### src/rtl/branch_resolve_unit.sv
// branch_resolve_unit: resolves one branch/jump per handshake and returns a
// single redirect (taken flag plus next PC) to fetch. Conditional branches are
// evaluated by an external comparison unit driven through compSelect/compA/compB,
// with its registered result read back on compResult one cycle later.
// Optional build macro BRANCH_STATS_EN enables the branch/taken statistics counters.
module branch_resolve_unit #(
  parameter int dataWidth   = 32,
  parameter int selectWidth = 4
) (
  input  logic                   clk,
  input  logic                   reset,
  input  logic                   brValid,
  output logic                   brReady,
  input  logic                   isJal,
  input  logic                   isJalr,
  input  logic [2:0]             funct3,
  input  logic [dataWidth-1:0]   pc,
  input  logic [dataWidth-1:0]   rs1Val,
  input  logic [dataWidth-1:0]   rs2Val,
  input  logic [dataWidth-1:0]   imm,
  input  logic                   flush,
  output logic [selectWidth-1:0] compSelect,
  output logic [dataWidth-1:0]   compA,
  output logic [dataWidth-1:0]   compB,
  input  logic [dataWidth-1:0]   compResult,
  output logic                   redirectValid,
  input  logic                   redirectReady,
  output logic                   taken,
  output logic                   illegal,
  output logic                   misaligned,
  output logic [dataWidth-1:0]   redirectTarget,
  output logic [dataWidth-1:0]   linkValue,
  output logic [31:0]            branchCount,
  output logic [31:0]            takenCount
);

  typedef enum logic [1:0] {IDLE, ISSUE, CAPTURE, RESOLVE} state_t;

  state_t               state_reg;
  logic [dataWidth-1:0] br_target_reg;  // pc+imm, used if the branch is taken
  logic                 cond_reg;       // in-flight instruction is a legal conditional branch

  // Only bit 0 of the comparison result carries the condition.
  logic comp_upper_unused;
  assign comp_upper_unused = |compResult[dataWidth-1:1];

  localparam logic [dataWidth-1:0] FOUR     = dataWidth'(4);
  localparam logic [dataWidth-1:0] LSB_MASK = {{(dataWidth-1){1'b1}}, 1'b0};

  logic [dataWidth-1:0] seq_pc;
  logic [dataWidth-1:0] jal_target;
  logic [dataWidth-1:0] jalr_target;
  logic                 f3_legal;
  logic [selectWidth-1:0] f3_select;

  assign seq_pc      = pc + FOUR;
  assign jal_target  = pc + imm;
  assign jalr_target = (rs1Val + imm) & LSB_MASK;
  assign f3_legal    = (funct3[2:1] != 2'b01);

  // Map the branch funct3 onto the comparison unit's select codes.
  always_comb begin
    f3_select = '0;
    case (funct3)
      3'b000:  f3_select = selectWidth'(0);
      3'b001:  f3_select = selectWidth'(1);
      3'b100:  f3_select = selectWidth'(2);
      3'b101:  f3_select = selectWidth'(5);
      3'b110:  f3_select = selectWidth'(6);
      3'b111:  f3_select = selectWidth'(7);
      default: f3_select = '0;
    endcase
  end

  // A flush in IDLE must block acceptance in the same cycle.
  assign brReady = (state_reg == IDLE) && !flush;

  logic handshake;
  assign handshake = (state_reg == RESOLVE) && redirectReady;

  // Control FSM with all result and comparison-interface outputs registered.
  always_ff @(posedge clk) begin
    if (reset) begin
      state_reg      <= IDLE;
      br_target_reg  <= '0;
      cond_reg       <= 1'b0;
      compSelect     <= '0;
      compA          <= '0;
      compB          <= '0;
      redirectValid  <= 1'b0;
      taken          <= 1'b0;
      illegal        <= 1'b0;
      misaligned     <= 1'b0;
      redirectTarget <= '0;
      linkValue      <= '0;
    end else begin
      case (state_reg)
        IDLE: begin
          if (brValid && !flush) begin
            linkValue     <= seq_pc;
            br_target_reg <= jal_target;
            if (isJalr) begin
              cond_reg       <= 1'b0;
              taken          <= 1'b1;
              illegal        <= 1'b0;
              redirectTarget <= jalr_target;
              misaligned     <= jalr_target[1];
              redirectValid  <= 1'b1;
              state_reg      <= RESOLVE;
            end else if (isJal) begin
              cond_reg       <= 1'b0;
              taken          <= 1'b1;
              illegal        <= 1'b0;
              redirectTarget <= jal_target;
              misaligned     <= jal_target[1];
              redirectValid  <= 1'b1;
              state_reg      <= RESOLVE;
            end else if (!f3_legal) begin
              cond_reg       <= 1'b0;
              taken          <= 1'b0;
              illegal        <= 1'b1;
              redirectTarget <= seq_pc;
              misaligned     <= 1'b0;
              redirectValid  <= 1'b1;
              state_reg      <= RESOLVE;
            end else begin
              cond_reg       <= 1'b1;
              taken          <= 1'b0;
              illegal        <= 1'b0;
              redirectTarget <= seq_pc;
              misaligned     <= 1'b0;
              compSelect     <= f3_select;
              compA          <= rs1Val;
              compB          <= rs2Val;
              state_reg      <= ISSUE;
            end
          end
        end
        ISSUE: begin
          // Operands are presented for exactly one cycle.
          compSelect <= '0;
          compA      <= '0;
          compB      <= '0;
          state_reg  <= flush ? IDLE : CAPTURE;
        end
        CAPTURE: begin
          if (flush) begin
            state_reg <= IDLE;
          end else begin
            taken          <= compResult[0];
            redirectTarget <= compResult[0] ? br_target_reg : linkValue;
            misaligned     <= compResult[0] & br_target_reg[1];
            redirectValid  <= 1'b1;
            state_reg      <= RESOLVE;
          end
        end
        RESOLVE: begin
          if (redirectReady || flush) begin
            redirectValid <= 1'b0;
            state_reg     <= IDLE;
          end
        end
        default: state_reg <= IDLE;
      endcase
    end
  end

`ifdef BRANCH_STATS_EN
  logic [31:0] branch_count_reg;
  logic [31:0] taken_count_reg;

  // Count completed redirects of legal conditional branches (handshake wins over flush).
  always_ff @(posedge clk) begin
    if (reset) begin
      branch_count_reg <= '0;
      taken_count_reg  <= '0;
    end else if (handshake && cond_reg) begin
      branch_count_reg <= branch_count_reg + 32'd1;
      if (taken) taken_count_reg <= taken_count_reg + 32'd1;
    end
  end

  assign branchCount = branch_count_reg;
  assign takenCount  = taken_count_reg;
`else
  logic handshake_unused;
  assign handshake_unused = handshake & cond_reg;
  assign branchCount = '0;
  assign takenCount  = '0;
`endif

endmodule

### config.mk
export PLATFORM = sky130hd
export DESIGN_NAME = branch_resolve_unit
export DESIGN_NICKNAME = d
export VERILOG_FILES = /design/src/rtl/branch_resolve_unit.sv
export SDC_FILE = /design/constraint.sdc
export NUM_CORES = 1
export LEC_CHECK = 0
export ABC_AREA = 1
export BUFFER_PORTS_ARGS = -buffer_cell sky130_fd_sc_hd__buf_2
export CAP_MARGIN = 20
export CELL_PAD_IN_SITES_DETAIL_PLACEMENT = 1
export CELL_PAD_IN_SITES_GLOBAL_PLACEMENT = 1
export CORE_MARGIN = 5
export CORE_UTILIZATION = 35
export DETAILED_ROUTE_END_ITERATION = 7
export GPL_ROUTABILITY_DRIVEN = 1
export GPL_TIMING_DRIVEN = 0
export PLACE_DENSITY_LB_ADDON = 0.1
export RECOVER_POWER = 100
export SLEW_MARGIN = 30
export SYNTH_ARGS = -nofsm -noshare
export SYNTH_HDL_FRONTEND = slang
export SYNTH_SLANG_ARGS = --single-unit
### constraint.sdc
create_clock -name clk -period 4.2 [get_ports clk]
set_clock_uncertainty 0.15 [all_clocks]
set_input_delay 0.21 -clock clk [delete_from_list [all_inputs] [get_ports clk]]
set_output_delay 0.21 -clock clk [all_outputs]
set_load 0.1 [all_outputs]
==> impl_metrics.prom <==
# TYPE chip_impl_metric gauge
chip_impl_info{name="outcome",value="completed"} 1
chip_impl_info{name="synth_top_cells_by_area",value="dfxtp_1 26%, nand2_1 17%, inv_1 9.7%"} 1
chip_impl_info{name="timing.critical_path.to_type",value="flop"} 1
chip_impl_metric{name="io_buffers",unit=""} 272
chip_impl_metric{name="netSwitchingFraction",unit="%"} 47.1
chip_impl_metric{name="synth_largest_type_area_fraction",unit="%"} 26.1
chip_impl_metric{name="first_pass_grt_wire_length",unit="µm"} 88600
chip_impl_metric{name="layout.core_utilization",unit="%"} 44.6
chip_impl_metric{name="design.final.nets",unit=""} 2828
chip_impl_metric{name="grt-ovfl-total",unit=""} 0
chip_impl_metric{name="worst-path-max-fanout",unit=""} 10
chip_impl_metric{name="core.rowCount",unit=""} 70
chip_impl_metric{name="ys.warnings.count",unit=""} 0
chip_impl_metric{name="ant_nets",unit=""} 0
chip_impl_metric{name="dp_hpwl",unit="µm"} 48400
chip_impl_info{name="regToRegEndpoint",value="compSelect[1]$_SDFFE_PP0P_"} 1
chip_impl_metric{name="p_sw",unit="mW"} 2.80
chip_impl_metric{name="wl",unit="µm"} 58900
chip_impl_metric{name="post_cts_buffers",unit=""} 0
chip_impl_metric{name="drcViolationCount",unit=""} 0
chip_impl_metric{name="final.min_clock_period",unit="ns"} 3.24
chip_impl_metric{name="synth_enable_flop_cells",unit=""} 0
chip_impl_metric{name="rr_worst_depth",unit=""} 9
chip_impl_metric{name="fin_hold_ws",unit="ns"} 0.0289
chip_impl_metric{name="vias_per_cell",unit=""} 4.97
chip_impl_info{name="synth_most_common_cell",value="nand2_1"} 1
chip_impl_metric{name="p_int",unit="mW"} 3.15
chip_impl_metric{name="chipHeight",unit="µm"} 203
chip_impl_metric{name="drt_first_iter_violations",unit=""} 823
chip_impl_info{name="startpoint",value="state_reg[0]$_SDFFE_PP0P_"} 1
chip_impl_metric{name="leak",unit="nW"} 8.49
chip_impl_info{name="worst_setup_path_endpoint",value="compSelect[1]$_SDFFE_PP0P_"} 1
chip_impl_metric{name="gp_congestion",unit=""} 0.978
chip_impl_metric{name="area.growth.synth_to_final",unit="%"} 25.7
chip_impl_metric{name="worst-endpoint-required",unit="ns"} 4.44
chip_impl_metric{name="ir_drop",unit="mV"} 0.284
chip_impl_info{name="startpoint_type_of_the_worst_setup_path",value="flop"} 1
chip_impl_metric{name="total_area_of_multi_input_combinational_cells",unit="mm²"} 0.00768
chip_impl_info{name="ctsRootBufferMaster",value="clkbuf_16"} 1
chip_impl_metric{name="netlist_instances",unit=""} 2163
chip_impl_metric{name="floorplan.core_area",unit="mm²"} 0.0366
chip_impl_metric{name="horizontal_die_dimension",unit="µm"} 203
chip_impl_metric{name="track_usage",unit="%"} 27.8
chip_impl_metric{name="setup.reg_to_reg.worst_slack",unit="ns"} 0.96
chip_impl_info{name="synthDominantAreaCellType",value="dfxtp_1"} 1
chip_impl_metric{name="power.share.combinational",unit="%"} 42.2
chip_impl_metric{name="clockPowerShare",unit="%"} 27.8
chip_impl_metric{name="finalMaxSlewViolations",unit=""} 0
chip_impl_metric{name="async_reset_ff_share",unit="%"} 0
chip_impl_info{name="worstSetupPathType",value="reg2reg"} 1
chip_impl_metric{name="detail_route.first_pass.iterations",unit=""} 5
chip_impl_metric{name="cts-buffers-inserted",unit=""} 17
chip_impl_metric{name="ctsHtreeMaxLevel",unit=""} 4
chip_impl_metric{name="timing.max_slew.rel_slack",unit="%"} 17.2
chip_impl_metric{name="achievable-frequency",unit="MHz"} 309
chip_impl_metric{name="fillCellCount",unit=""} 5169
chip_impl_metric{name="ratio_of_cells_with_drive_above_1_in_the_final_layout",unit="%"} 10.6
chip_impl_metric{name="ios",unit=""} 371
chip_impl_metric{name="hold_violations",unit=""} 0
chip_impl_info{name="min_from",value="pc[30]"} 1
chip_impl_metric{name="tightestPinTransition",unit="ns"} 1.25
chip_impl_info{name="clock_tree_from_tritoncts",value="built"} 1
chip_impl_metric{name="seq_power_share",unit="%"} 30.0
chip_impl_info{name="r2r-start",value="state_reg[0]$_SDFFE_PP0P_"} 1
chip_impl_metric{name="synthesized_flop_and_latch_total",unit=""} 169
chip_impl_metric{name="die-area",unit="mm²"} 0.0410
chip_impl_metric{name="p_per_area",unit="mW/mm²"} 365
chip_impl_metric{name="syn-cell-area",unit="mm²"} 0.0130
chip_impl_metric{name="timing.setup.tns",unit="ns"} 0
chip_impl_metric{name="route.detailed.wl_per_inst",unit="µm"} 19.1
chip_impl_metric{name="fin_crit_sh",unit="%"} 77.1
chip_impl_metric{name="clkLatencyLatePin",unit="ns"} 0.46
chip_impl_metric{name="syn-mean-instance-area",unit="µm²"} 6.00
chip_impl_info{name="holdCritPathClass",value="in2reg"} 1
chip_impl_metric{name="antenna_found_initial",unit=""} 2
chip_impl_metric{name="detailroute.via_count",unit=""} 15300
chip_impl_metric{name="effective_utilization_at_floorplan",unit="%"} 35.5
chip_impl_metric{name="pin_count_of_the_biggest_net_entering_global_routing",unit=""} 18
chip_impl_metric{name="post_synth_num_cell_types",unit=""} 47
chip_impl_info{name="post_synth_top_flop",value="dfxtp_1"} 1
chip_impl_metric{name="regArea",unit="mm²"} 0.00338
chip_impl_metric{name="max_cap_violations",unit=""} 0
chip_impl_info{name="yosys-top-cells-count",value="590 x nand2_1, 336 x inv_1, 288 x nor2_1"} 1
chip_impl_metric{name="clock_sink_count",unit=""} 169
chip_impl_metric{name="via_count_of_the_first_global_routing_pass",unit=""} 15600
chip_impl_metric{name="cp_data_arrival_time",unit="ns"} 3.47
chip_impl_info{name="rsz0062_at_grt",value="no"} 1
chip_impl_metric{name="clock_path_buffers",unit=""} 2
chip_impl_metric{name="ys_seq_area_share",unit="%"} 26.1
chip_impl_metric{name="clkSlewWorstSetupHoldPaths",unit="ns"} 0.08
chip_impl_metric{name="setup_violations",unit=""} 0
==> per-stage QoR <==
| step | instance area, µm² | total power, mW | setup slack, ns | std cells |
|---|---|---|---|---|
| after detailed placement | 15200 | 4.28 | 1.44 | 2967 |
| final | 16300 | 5.95 | 0.962 | 3076 |
| after CTS | 16500 | 5.99 | 1.42 | 3075 |
| after global routing | 16300 | 6.23 | 0.762 | 3075 |
| after floorplan | 13200 | 3.65 | 1.99 | 2227 |
| after global placement | 15200 | 4.25 | 1.50 | 2967 |
==> power groups by stage <==
stage	sequential, mW	clock [mW]	combinational, mW
after CTS	1.78	1.68	2.53
after global routing	1.80	1.74	2.69
after floorplan	2.43	0	1.22
after detailed placement	1.82	0	2.46
final	1.79	1.65	2.51
after global placement	1.82	0	2.43
==> worst min-delay path by stage <==
| stage | to | slack (ns) | depth (start not counted) |
|---|---|---|---|
| after detailed placement | compB[7]$_SDFFE_PP0P_ | 0.29 | 3 |
| after CTS | redirectTarget[24]$_SDFFE_PP0P_ | 0.006 | 3 |
| after global placement | compB[14]$_SDFFE_PP0P_ | 0.29 | 3 |
| final | linkValue[30]$_SDFFE_PP0P_ | 0.03 | 4 |
| after floorplan | linkValue[2]$_SDFFE_PP0P_ | 0.15 | 1 |
| after global routing | redirectTarget[24]$_SDFFE_PP0P_ | 0.03 | 3 |
==> routing by layer <==
metal / track usage [%] / vias to the layer above / routed length [µm]
li1: - / 7553 / -
met1: 35.7 / 7270 / 26400
met2: 48.4 / 405 / 28200
met3: 4.55 / 65 / 2840
met4: 7.81 / 0 / 1420
met5: 0 / - / 0
==> critical path: stages, from the launching register on <==
cell and delay [ns]:
dfxtp_1 0.36, nor2_1 0.19, clkinv_1 0.12, nor2_1 0.75, inv_4 0.15, nor2_4 0.26
buf_2 0.32, nand4_1 0.11, dlygate4sd3_1 0.58, a21oi_1 0.15
==> cell usage in the layout, fill, tap and decap left out, drive strengths merged, types with 2 or more instances in the layout <==
master	instances
inv	352
o221ai	5
ha	62
nor3	13
a31oi	2
o2111ai	2
nand2	592
a21oi	125
and2	6
nand3b	10
nand3	110
nand4	12
o21bai	3
nor2	300
o21ai	158
a311oi	15
fa	2
dlygate4sd3	76
conb	65
dfxtp	169
o22ai	12
xnor2	17
nor4	4
xor2	31
clkbuf	207
o211ai	23
buf	220
clkinv	6
==> timing repair <==
action                    4_1_cts  5_1_grt
hold endpoints to repair       76        0
hold buffers                   76        0
gates resized for setup         0        0
==> cell families (layout without fill, tap and decap cells) <==
group	Yosys count	after routing	synth area share, %
xor+xnor	48	48	3.24
other cells	1	66	0.0289
simple gates	1049	1049	33.0
fa+ha+maj	64	64	6.28
buf+inv	483	863	16.5
compound gates	349	349	14.9
flops	169	169	26.1
==> layout make-up <==
class | instances | share of cell area, %
Tap cell | 468 | 3.59
Inverter | 346 | 7.97
Sequential cell | 169 | 20.7
Antenna cell | 1 | 0.0153
Buffer | 137 | 5.05
Clock buffer | 18 | 2.69
Multi-Input combinational cell | 1575 | 47.1
Clock inverter | 14 | 0.958
Timing Repair Buffer | 348 | 11.9
(Power assumes the default switching activity.)
